[config.mk]
export PLATFORM = sky130hd
export DESIGN_NAME = explore_sequencer_flat
export DESIGN_NICKNAME = d
export VERILOG_FILES = /design/src/rtl/explore_sequencer_if.sv /design/src/rtl/explore_sequencer.sv /design/src/flat_wrapper.sv
export SDC_FILE = /design/constraint.sdc
export NUM_CORES = 1
export LEC_CHECK = 0
export CAP_MARGIN = 20
export CORE_MARGIN = 5
export CORE_UTILIZATION = 45
export CTS_CLUSTER_DIAMETER = 60
export DETAILED_ROUTE_END_ITERATION = 8
export PLACE_DENSITY = 0.84
export RECOVER_POWER = 100
export SLEW_MARGIN = 20
export SYNTH_ARGS = -nofsm -noshare
export SYNTH_HDL_FRONTEND = slang
export SYNTH_SLANG_ARGS = --single-unit
[constraint.sdc]
create_clock -name clk -period 2.05 [get_ports clk]
set_input_delay 0.5125 -clock clk [delete_from_list [all_inputs] [get_ports clk]]
set_output_delay 0.5125 -clock clk [all_outputs]
set_load 0.1 [all_outputs]
[src/rtl/explore_sequencer_if.sv]
// Purpose : bundles the sequencer's operand-load, launch/complete and result-byte signals.
// Latency : n/a (wires only).
// Backpressure: res_ready from the byte consumer stalls the result stream.
// Ports (master = sequencer side):
//   ser_in/ser_valid          serial operand bits in (bit0->A, bit1->B, bit2->C), MSB first
//   op_a/op_b/op_c            operand registers out to the unit under exploration
//   dut_start/dut_done        launch pulse out, completion strobe in
//   dut_result                result in, valid while dut_done=1
//   res_byte/res_valid/res_ready  valid/ready result byte stream, LSB first
//   busy/timeout              status out
interface explore_sequencer_if;
  logic [2:0]  ser_in;
  logic        ser_valid;
  logic [31:0] op_a;
  logic [31:0] op_b;
  logic [31:0] op_c;
  logic        dut_start;
  logic        dut_done;
  logic [31:0] dut_result;
  logic [7:0]  res_byte;
  logic        res_valid;
  logic        res_ready;
  logic        busy;
  logic        timeout;

  modport master (
    input  ser_in, ser_valid, dut_done, dut_result, res_ready,
    output op_a, op_b, op_c, dut_start, res_byte, res_valid, busy, timeout
  );

  modport slave (
    output ser_in, ser_valid, dut_done, dut_result, res_ready,
    input  op_a, op_b, op_c, dut_start, res_byte, res_valid, busy, timeout
  );
endinterface

[src/rtl/explore_sequencer.sv]
// Purpose : shifts in three 32-bit operands serially, launches a unit under exploration,
//           waits for its result and streams that result out as 4 bytes, LSB first.
// Latency : 32 valid bits + 1 START + WAIT cycles + 4 byte transfers per run (ready high).
// Backpressure: res_ready low holds res_byte/res_valid stable; ser_valid gaps simply pause LOAD.
// Ports   : clk, reset (synchronous, active-high), io_bus (explore_sequencer_if.master).
// Config  : define SEQ_TIMEOUT_EN to add the WAIT watchdog (TIMEOUT_CYCLES, 2..65535);
//           without it WAIT persists until dut_done and timeout is tied low.
module explore_sequencer #(
  parameter int TIMEOUT_CYCLES = 1024
) (
  input  logic                       clk,
  input  logic                       reset,
  explore_sequencer_if.master        io_bus
);

  typedef enum logic [1:0] {LOAD, START, WAIT, SEND} state_t;

  state_t      r_state;
  logic [5:0]  r_cnt;
  logic [31:0] r_op_a;
  logic [31:0] r_op_b;
  logic [31:0] r_op_c;
  logic [31:0] r_result;
  logic [1:0]  r_idx;
  logic        r_dut_start;
  logic        r_res_valid;
  logic [7:0]  r_res_byte;
  logic        r_busy;

  // Byte that goes out after the current one is accepted.
  logic [1:0]  w_idx_nxt;
  logic [7:0]  w_byte_nxt;
  assign w_idx_nxt  = r_idx + 2'd1;
  assign w_byte_nxt = r_result[{w_idx_nxt, 3'b000} +: 8];

`ifdef SEQ_TIMEOUT_EN
  localparam logic [15:0] LP_TO_LAST = 16'(TIMEOUT_CYCLES - 1);
  logic [15:0] r_wait_cnt;
  logic        r_timeout;
  assign io_bus.timeout = r_timeout;
`else
  // Parameter only matters for the watchdog build.
  logic w_unused_timeout_cfg;
  assign w_unused_timeout_cfg = (TIMEOUT_CYCLES != 0);
  assign io_bus.timeout = 1'b0;
`endif

  always_ff @(posedge clk) begin
    if (reset) begin
      r_state     <= LOAD;
      r_cnt       <= '0;
      r_op_a      <= '0;
      r_op_b      <= '0;
      r_op_c      <= '0;
      r_result    <= '0;
      r_idx       <= '0;
      r_dut_start <= 1'b0;
      r_res_valid <= 1'b0;
      r_res_byte  <= '0;
      r_busy      <= 1'b0;
`ifdef SEQ_TIMEOUT_EN
      r_wait_cnt  <= '0;
      r_timeout   <= 1'b0;
`endif
    end else begin
      case (r_state)
        LOAD: begin
          if (io_bus.ser_valid) begin
            r_op_a <= {r_op_a[30:0], io_bus.ser_in[0]};
            r_op_b <= {r_op_b[30:0], io_bus.ser_in[1]};
            r_op_c <= {r_op_c[30:0], io_bus.ser_in[2]};
            if (r_cnt == 6'd31) begin
              r_cnt       <= '0;
              r_state     <= START;
              r_dut_start <= 1'b1;
              r_busy      <= 1'b1;
            end else begin
              r_cnt <= r_cnt + 6'd1;
            end
          end
        end
        START: begin
          r_dut_start <= 1'b0;
          r_state     <= WAIT;
`ifdef SEQ_TIMEOUT_EN
          r_wait_cnt  <= '0;
`endif
        end
        WAIT: begin
          // dut_done is checked first so a completion on the deadline cycle wins.
          if (io_bus.dut_done) begin
            r_result    <= io_bus.dut_result;
            r_res_byte  <= io_bus.dut_result[7:0];
            r_res_valid <= 1'b1;
            r_idx       <= '0;
            r_state     <= SEND;
          end
`ifdef SEQ_TIMEOUT_EN
          else if (r_wait_cnt == LP_TO_LAST) begin
            r_result    <= 32'hFFFF_FFFF;
            r_res_byte  <= 8'hFF;
            r_res_valid <= 1'b1;
            r_idx       <= '0;
            r_timeout   <= 1'b1;
            r_state     <= SEND;
          end else begin
            r_wait_cnt <= r_wait_cnt + 16'd1;
          end
`endif
        end
        SEND: begin
          if (io_bus.res_ready) begin
            if (r_idx == 2'd3) begin
              r_res_valid <= 1'b0;
              r_busy      <= 1'b0;
              r_idx       <= '0;
              r_state     <= LOAD;
            end else begin
              r_idx      <= w_idx_nxt;
              r_res_byte <= w_byte_nxt;
            end
          end
        end
        default: r_state <= LOAD;
      endcase
    end
  end

  assign io_bus.op_a      = r_op_a;
  assign io_bus.op_b      = r_op_b;
  assign io_bus.op_c      = r_op_c;
  assign io_bus.dut_start = r_dut_start;
  assign io_bus.res_valid = r_res_valid;
  assign io_bus.res_byte  = r_res_byte;
  assign io_bus.busy      = r_busy;

endmodule

[src/flat_wrapper.sv]
// flat-port wrapper written by rule: the top's interface ports become plain ports
module explore_sequencer_flat 
#(
  parameter int TIMEOUT_CYCLES = 1024
)
  (clk, reset, io_bus_ser_in, io_bus_ser_valid, io_bus_dut_done, io_bus_dut_result, io_bus_res_ready, io_bus_op_a, io_bus_op_b, io_bus_op_c, io_bus_dut_start, io_bus_res_byte, io_bus_res_valid, io_bus_busy, io_bus_timeout);
  explore_sequencer_if io_bus_i ();
  input  logic clk;
  input  logic reset;
  input wire logic [$bits(io_bus_i.ser_in)-1:0] io_bus_ser_in;
  input wire logic [$bits(io_bus_i.ser_valid)-1:0] io_bus_ser_valid;
  input wire logic [$bits(io_bus_i.dut_done)-1:0] io_bus_dut_done;
  input wire logic [$bits(io_bus_i.dut_result)-1:0] io_bus_dut_result;
  input wire logic [$bits(io_bus_i.res_ready)-1:0] io_bus_res_ready;
  output wire logic [$bits(io_bus_i.op_a)-1:0] io_bus_op_a;
  output wire logic [$bits(io_bus_i.op_b)-1:0] io_bus_op_b;
  output wire logic [$bits(io_bus_i.op_c)-1:0] io_bus_op_c;
  output wire logic [$bits(io_bus_i.dut_start)-1:0] io_bus_dut_start;
  output wire logic [$bits(io_bus_i.res_byte)-1:0] io_bus_res_byte;
  output wire logic [$bits(io_bus_i.res_valid)-1:0] io_bus_res_valid;
  output wire logic [$bits(io_bus_i.busy)-1:0] io_bus_busy;
  output wire logic [$bits(io_bus_i.timeout)-1:0] io_bus_timeout;
  assign io_bus_i.ser_in = io_bus_ser_in;
  assign io_bus_i.ser_valid = io_bus_ser_valid;
  assign io_bus_i.dut_done = io_bus_dut_done;
  assign io_bus_i.dut_result = io_bus_dut_result;
  assign io_bus_i.res_ready = io_bus_res_ready;
  assign io_bus_op_a = io_bus_i.op_a;
  assign io_bus_op_b = io_bus_i.op_b;
  assign io_bus_op_c = io_bus_i.op_c;
  assign io_bus_dut_start = io_bus_i.dut_start;
  assign io_bus_res_byte = io_bus_i.res_byte;
  assign io_bus_res_valid = io_bus_i.res_valid;
  assign io_bus_busy = io_bus_i.busy;
  assign io_bus_timeout = io_bus_i.timeout;
  explore_sequencer #(.TIMEOUT_CYCLES(TIMEOUT_CYCLES)) u_core (.clk(clk), .reset(reset), .io_bus(io_bus_i));
endmodule
# After elaboration in Yosys (flattened, before gate mapping)

Cells that the tools add are included.

Output and inout port bits: 108
Bits in registers: 149

Reductions and logical operators: 12
Muxes and demuxes: 23
Add/subtract/negate cells: 2
Eq/ne operators: 11
Shift operators: 1

Operators with widths:

| cell                                                  | count |
|---|---|
| indexed part select 32 x 6 -> 8 bit                   | 1 |
| 2-to-1 mux 8 bit                                      | 3 |
| 2-to-1 mux 2 bit                                      | 8 |
| one-hot mux 8 bit (2 select lines)                    | 1 |
| AND reduction 5 bit                                   | 2 |
| inequality test 2 bit, second input constant          | 4 |
| one-hot mux 2 bit (4 select lines)                    | 1 |
| AND reduction 4 bit                                   | 2 |
| adder 6 x 1 -> 6 bit, second input constant           | 1 |
| equality test 2 bit, second input constant            | 3 |
| equality test 6 x 5 -> 1 bit, second input constant   | 1 |
| 2-to-1 mux 6 bit                                      | 1 |
| one-hot mux 1 bit (2 select lines)                    | 3 |
| AND reduction 3 bit                                   | 2 |
| nonzero test 2 bit                                    | 3 |
| 2-to-1 mux 1 bit                                      | 5 |
| inequality test 2 x 1 -> 1 bit, second input constant | 2 |
| one-hot mux 2 bit (2 select lines)                    | 1 |
| AND reduction 2 bit                                   | 2 |
| adder 2 x 1 -> 2 bit, second input constant           | 1 |
| equality test 2 x 1 -> 1 bit, second input constant   | 1 |
| logical NOT 2 bit                                     | 1 |

# Depth between registers and ports, before layout

Depth after elaboration: 5
Mapped depth: 7
Depth with buffers taken out: 6

# Worst setup path before layout

OpenSTA, ideal clock, no wires.

Kind: reg-to-reg
From: register u_core.r_idx[0]
To: register u_core.r_res_byte[2] (netlist: u_core.io_bus.res_byte[2])
Stages on the path, launching flop included: 6
Path buffers: 1
Required time: 1.914 ns
Setup slack: 0.464 ns
Clock period less this slack: 1.586 ns
Library setup time: 0.136 ns
Arrival: 1.451 ns
Cell sequence: dfxtp_1 -> ha_1 -> buf_4 -> mux4_2 -> mux2i_1 -> a211oi_1

Word-level cells in the longest chain between the ends: 5

RTL lines:

| item                                | line                     | RTL |
|---|---|---|
| start, declared                     | explore_sequencer.sv:24  | `logic [1:0] r_idx;` |
| start signal, assigned              | explore_sequencer.sv:119 | `r_idx <= w_idx_nxt;` |
| adder 2 x 1 -> 2 bit                | explore_sequencer.sv:33  | `assign w_idx_nxt = r_idx + 2'd1;` |
| indexed part select 32 x 6 -> 8 bit | explore_sequencer.sv:34  | `assign w_byte_nxt = r_result[{w_idx_nxt, 3'b000} +: 8];` |
| 2-to-1 mux 8 bit                    | explore_sequencer.sv:113 | `if (r_idx == 2'd3) begin` |
| 2-to-1 mux 8 bit                    | explore_sequencer.sv:112 | `if (io_bus.res_ready) begin` |
| one-hot mux 8 bit (2 select lines)  | explore_sequencer.sv:66  | `case (r_state)` |
| end signal, assigned                | explore_sequencer.sv:93  | `r_res_byte <= io_bus.dut_result[7:0];` |
| end signal, assigned                | explore_sequencer.sv:120 | `r_res_byte <= w_byte_nxt;` |
| end, declared                       | explore_sequencer.sv:27  | `logic [7:0] r_res_byte;` |

Parallel ways exist; a longest one is shown, timed or not. The select of a mux whose other input is x is not followed.
A chain may end at the register's enable or synchronous reset.

# Worst setup path in the final report

From: register u_core.r_op_b[30] (netlist: u_core.io_bus.op_b[30])
To: output port io_bus_op_b[30]

RTL lines:

| item                   | line                    | RTL |
|---|---|---|
| start, declared        | explore_sequencer.sv:21 | `logic [31:0] r_op_b;` |
| start signal, assigned | explore_sequencer.sv:70 | `r_op_b <= {r_op_b[30:0], io_bus.ser_in[1]};` |
| end, declared          | flat_wrapper.sv:16      | `output wire logic [$bits(io_bus_i.op_b)-1:0] io_bus_op_b;` |

No word-level cell between the ends.

==> flow_results.org <==
** Placement
- HPWL after DPL :: 9.345 mm
- Including well taps, the total number of placed cells is 967.
- Number of buffers added on ports :: 146
- Routability-driven placement congestion ratio :: 0.7832

** Status
- The run finished with clean final reports.

** Clocking
- CTS tree :: yes
- After clock tree synthesis, the setup repair step added 0 buffers.
- The tree is rooted in a sky130_fd_sc_hd__clkbuf_16.
- Clock latency on the worst-skew pair, taken at its later pin, is 410 ps.
- The clock passes through at most 2 buffers.
- H-Tree Level Count :: 4
- Number of buffers added by the clock tree synthesis step :: 17
- Post-CTS repair changed the size of 0 cells.
- After clock tree synthesis, the flow added hold-fix buffers numbering 0.
- After clock tree synthesis, the clock-pin slew on the worst setup and hold paths is 60 ps.
- Sinks on Clock Net :: 149

** Pwr
- Cell internal pwr :: 0.005025 W
- Leak :: 2.720 nW
- Fraction of power consumed by sequential logic :: 0.442
- IR drop worst, VDD :: 0.5787 mV
- Clock power frac :: 0.457
- Sw Share :: 0.2485
- Switching power :: 0.001662 W
- The share of total power dissipated in combinational logic is 0.101.
- Dividing total power by cell area gives a power density of 916.1 mW/mm2.

** GRT
- Entering global routing, the biggest net connects 98 pins.
- Initial antenna violation count :: 0
- The first global-routing pass estimated 22.15 mm of wire.
- Remaining global-route overflow :: 0
- Via count of the first global-routing pass :: 4562
- All-Layer GR Usage :: 0.1871

** Synthesis
- Gate count of the mapped netlist :: 688
- The most used flip-flop cell after synthesis is sky130_fd_sc_hd__dfxtp_1.
- Proportion of netlist area held by the largest area contributor :: 0.5284
- After synthesis the netlist holds a flip-flop and latch count of 149.
- Top post-synthesis cells by area :: sky130_fd_sc_hd__dfxtp_1 (53%), sky130_fd_sc_hd__nand2_1 (18%), sky130_fd_sc_hd__a21oi_1 (12%)
- Counting flops with a built-in enable in the synthesized netlist gives 0.
- Of all flip-flops after synthesis, the portion carrying an async set or reset was 0.
- By instance count, the leading cell after synthesis is sky130_fd_sc_hd__nand2_1.
- Library cell with the largest summed area after synthesis :: sky130_fd_sc_hd__dfxtp_1
- Synth Area per Inst :: 8.206 um2
- The Yosys step of the flow raised 0 warnings.
- Synthesis produced a netlist with a net count of 735.
- After synthesis the cells add up to 0.005645 mm2.
- Sequential area share after synthesis :: 0.5284
- By count the netlist is led by sky130_fd_sc_hd__nand2_1 (266), sky130_fd_sc_hd__dfxtp_1 (149), sky130_fd_sc_hd__a21oi_1 (134), sky130_fd_sc_hd__clkbuf_1 (25), sky130_fd_sc_hd__buf_2 (20).
- Distinct cells, synth :: 33

** Die
- The die covers 0.01489 mm2.
- Starting utilization of the core area :: 0.4529
- Boundary pin count :: 148
- In this run the core area contains 41 standard-cell rows.
- Horizontal die dimension :: 122.0 um
- Die span in y :: 122.0 um
- Core area :: 0.01247 mm2

** Timing
- Final period util :: 0.8756
- Measured slew at the worst slew-check pin :: 694.5 ps
- Timing would allow up to 557.1 MHz.
- The number of hold violations in the final report was 0.
- Setup repair after global routing left no endpoint under its margin.
- Setup violations remaining at the end of the flow were counted as 0.
- On the final layout, the worst clock skew is 8.340 ps.
- Adding up every negative setup slack in the final design gives 0 ps.
- Crit path time final :: 1795 ps
- Max-slew violations :: 0
- The worst pin sits at a relative slew slack of 0.5370.

** Route
- The first detailed-routing pass ran for 4 iterations.
- Via count :: 4910
- After detailed routing, the number of vias per cell comes to 4.920.
- Number of violations reported at the end of detailed-routing iteration 0 :: 347
- In the final routed layout, each cell accounts on average for 13.79 um.
- Routed Antenna Nets :: 0
- After detailed routing, the number of remaining DRC violations is 0.
- Summed over all layers, the routed wires come to 13.76 mm.

** Critical path
- Arrival time of the worst setup path :: 1280 ps
- The slowest stage of the critical path belongs to the cell sky130_fd_sc_hd__clkbuf_2.
- In this design, the stage delay of the slowest critical-path cell is 500 ps.
- Critical Path Source Type :: flop
- In this design, the largest share of critical-path delay is due to buffers and inverters.
- Cells along the critical path :: clkbuf_2
- Kind of end point of the critical path :: output pin
- Combined buffer and inverter count along the critical path :: 1
- The setup path with the least slack is of type reg -> out.
- Maximum fanout count along the critical path :: 3
- Required time worst endpoint :: 1540 ps

** Finish
- Signed area change from the synthesized netlist to the final layout :: 29.30%
- Net count, final :: 861
- Of the cells placed in the final design, the portion with a size suffix greater than 1 is 0.1961.
- The count of cells in the finished layout, fillers not included, comes to 998.
- The number of antenna diodes in the final layout is 0.

** Flow run
- The tool flagged a number of max-cap violations equal to 0.

** Worst hold path
- Path class of the lowest-slack min-delay path :: in -> reg
==> layout make-up <==
type                    instances  area, um2
repair buffers                158       1077
flip-flops and latches        149       2983
fillers                      1153       5166
clock inverters                 7      95.09
multi-input cells             483       2419
inverters                       5      18.77
well taps                     172      215.2
clock buffers                  24      491.7
==> metal layers <==
layer | wire length (um) | global-route usage
met5 | 0 | 0
met1 | 5848 | 0.2310
met4 | 217 | 0.08543
met2 | 6739 | 0.2928
met3 | 954 | 0.06778
==> state kept, by name, summed over array words and instances (netlist names) <==
register	flops
u_core.io_bus.op_a	32
u_core.io_bus.op_b	32
u_core.io_bus.op_c	32
u_core.r_result	32
u_core.io_bus.res_byte	8
u_core.r_cnt	6
u_core.r_idx	2
u_core.r_state	2
u_core.io_bus.busy	1
u_core.io_bus.dut_start	1
u_core.io_bus.res_valid	1
==> per-stage QoR <==
stage               power, W  utilization  hold WS, ps  worst slack, ps  instance area (um2)
floorplan           0.003492            -        433.1            463.7                 5645
global placement    0.003724       0.5699        439.0            145.8                 7104
detailed placement  0.003727       0.5699        445.7            53.35                 7104
CTS                 0.006779       0.6170        408.1            270.3                 7691
global route        0.006947       0.5856        415.9            145.1                 7300
finish              0.006687       0.5856        432.7            255.0                 7300
==> power by group through the flow <==
stage                     Clock, W  Combinational (W)  Sequential (W)
after floorplan                  0           0.000352         0.00314
after global placement           0           0.000707         0.00302
after detailed placement         0           0.000708         0.00302
after CTS                  0.00311           0.000711         0.00296
after global routing       0.00325           0.000736         0.00296
final                      0.00306           0.000678         0.00295
==> path summary, 6_finish.rpt <==
path	from	end	slack, ps	depth (start not counted)
worst max-delay path	u_core.io_bus.op_b[30]	io_bus_op_b[30]	250	1
worst min-delay path	reset	u_core.io_bus.op_a[31]	430	2
worst max register to register	u_core.r_idx[1]	u_core.io_bus.res_byte[5]	270	5
worst min register to register	u_core.io_bus.op_b[31]	u_core.io_bus.op_b[31]	450	2
==> kinds of logic after synthesis <==
kind of cell | Yosys count | share of synthesized area
AO/OA/AOI/OAI | 156 | 0.1494
adder cells (fa/ha/maj) | 7 | 0.01551
AND/OR/NAND/NOR | 297 | 0.2050
buffers and inverters | 56 | 0.04499
multiplexers | 18 | 0.04987
XOR/XNOR | 4 | 0.006205
flip-flops | 149 | 0.5284
other | 1 | 0.0006643
==> cell usage in the layout (no fill, tap or decap), types with 6 or more instances in the layout <==
cell type / instances
sky130_fd_sc_hd__buf_4: 6
sky130_fd_sc_hd__a211oi_1: 8
sky130_fd_sc_hd__clkbuf_2: 108
sky130_fd_sc_hd__clkdlybuf4s50_1: 38
sky130_fd_sc_hd__a21oi_1: 134
sky130_fd_sc_hd__nand2_1: 265
sky130_fd_sc_hd__ha_1: 7
sky130_fd_sc_hd__mux2i_1: 9
sky130_fd_sc_hd__o21ai_0: 6
sky130_fd_sc_hd__nor2_1: 14
sky130_fd_sc_hd__mux4_2: 8
sky130_fd_sc_hd__clkbuf_16: 17
sky130_fd_sc_hd__dfxtp_1: 149
Note: power is estimated with default switching activity, not from simulation.
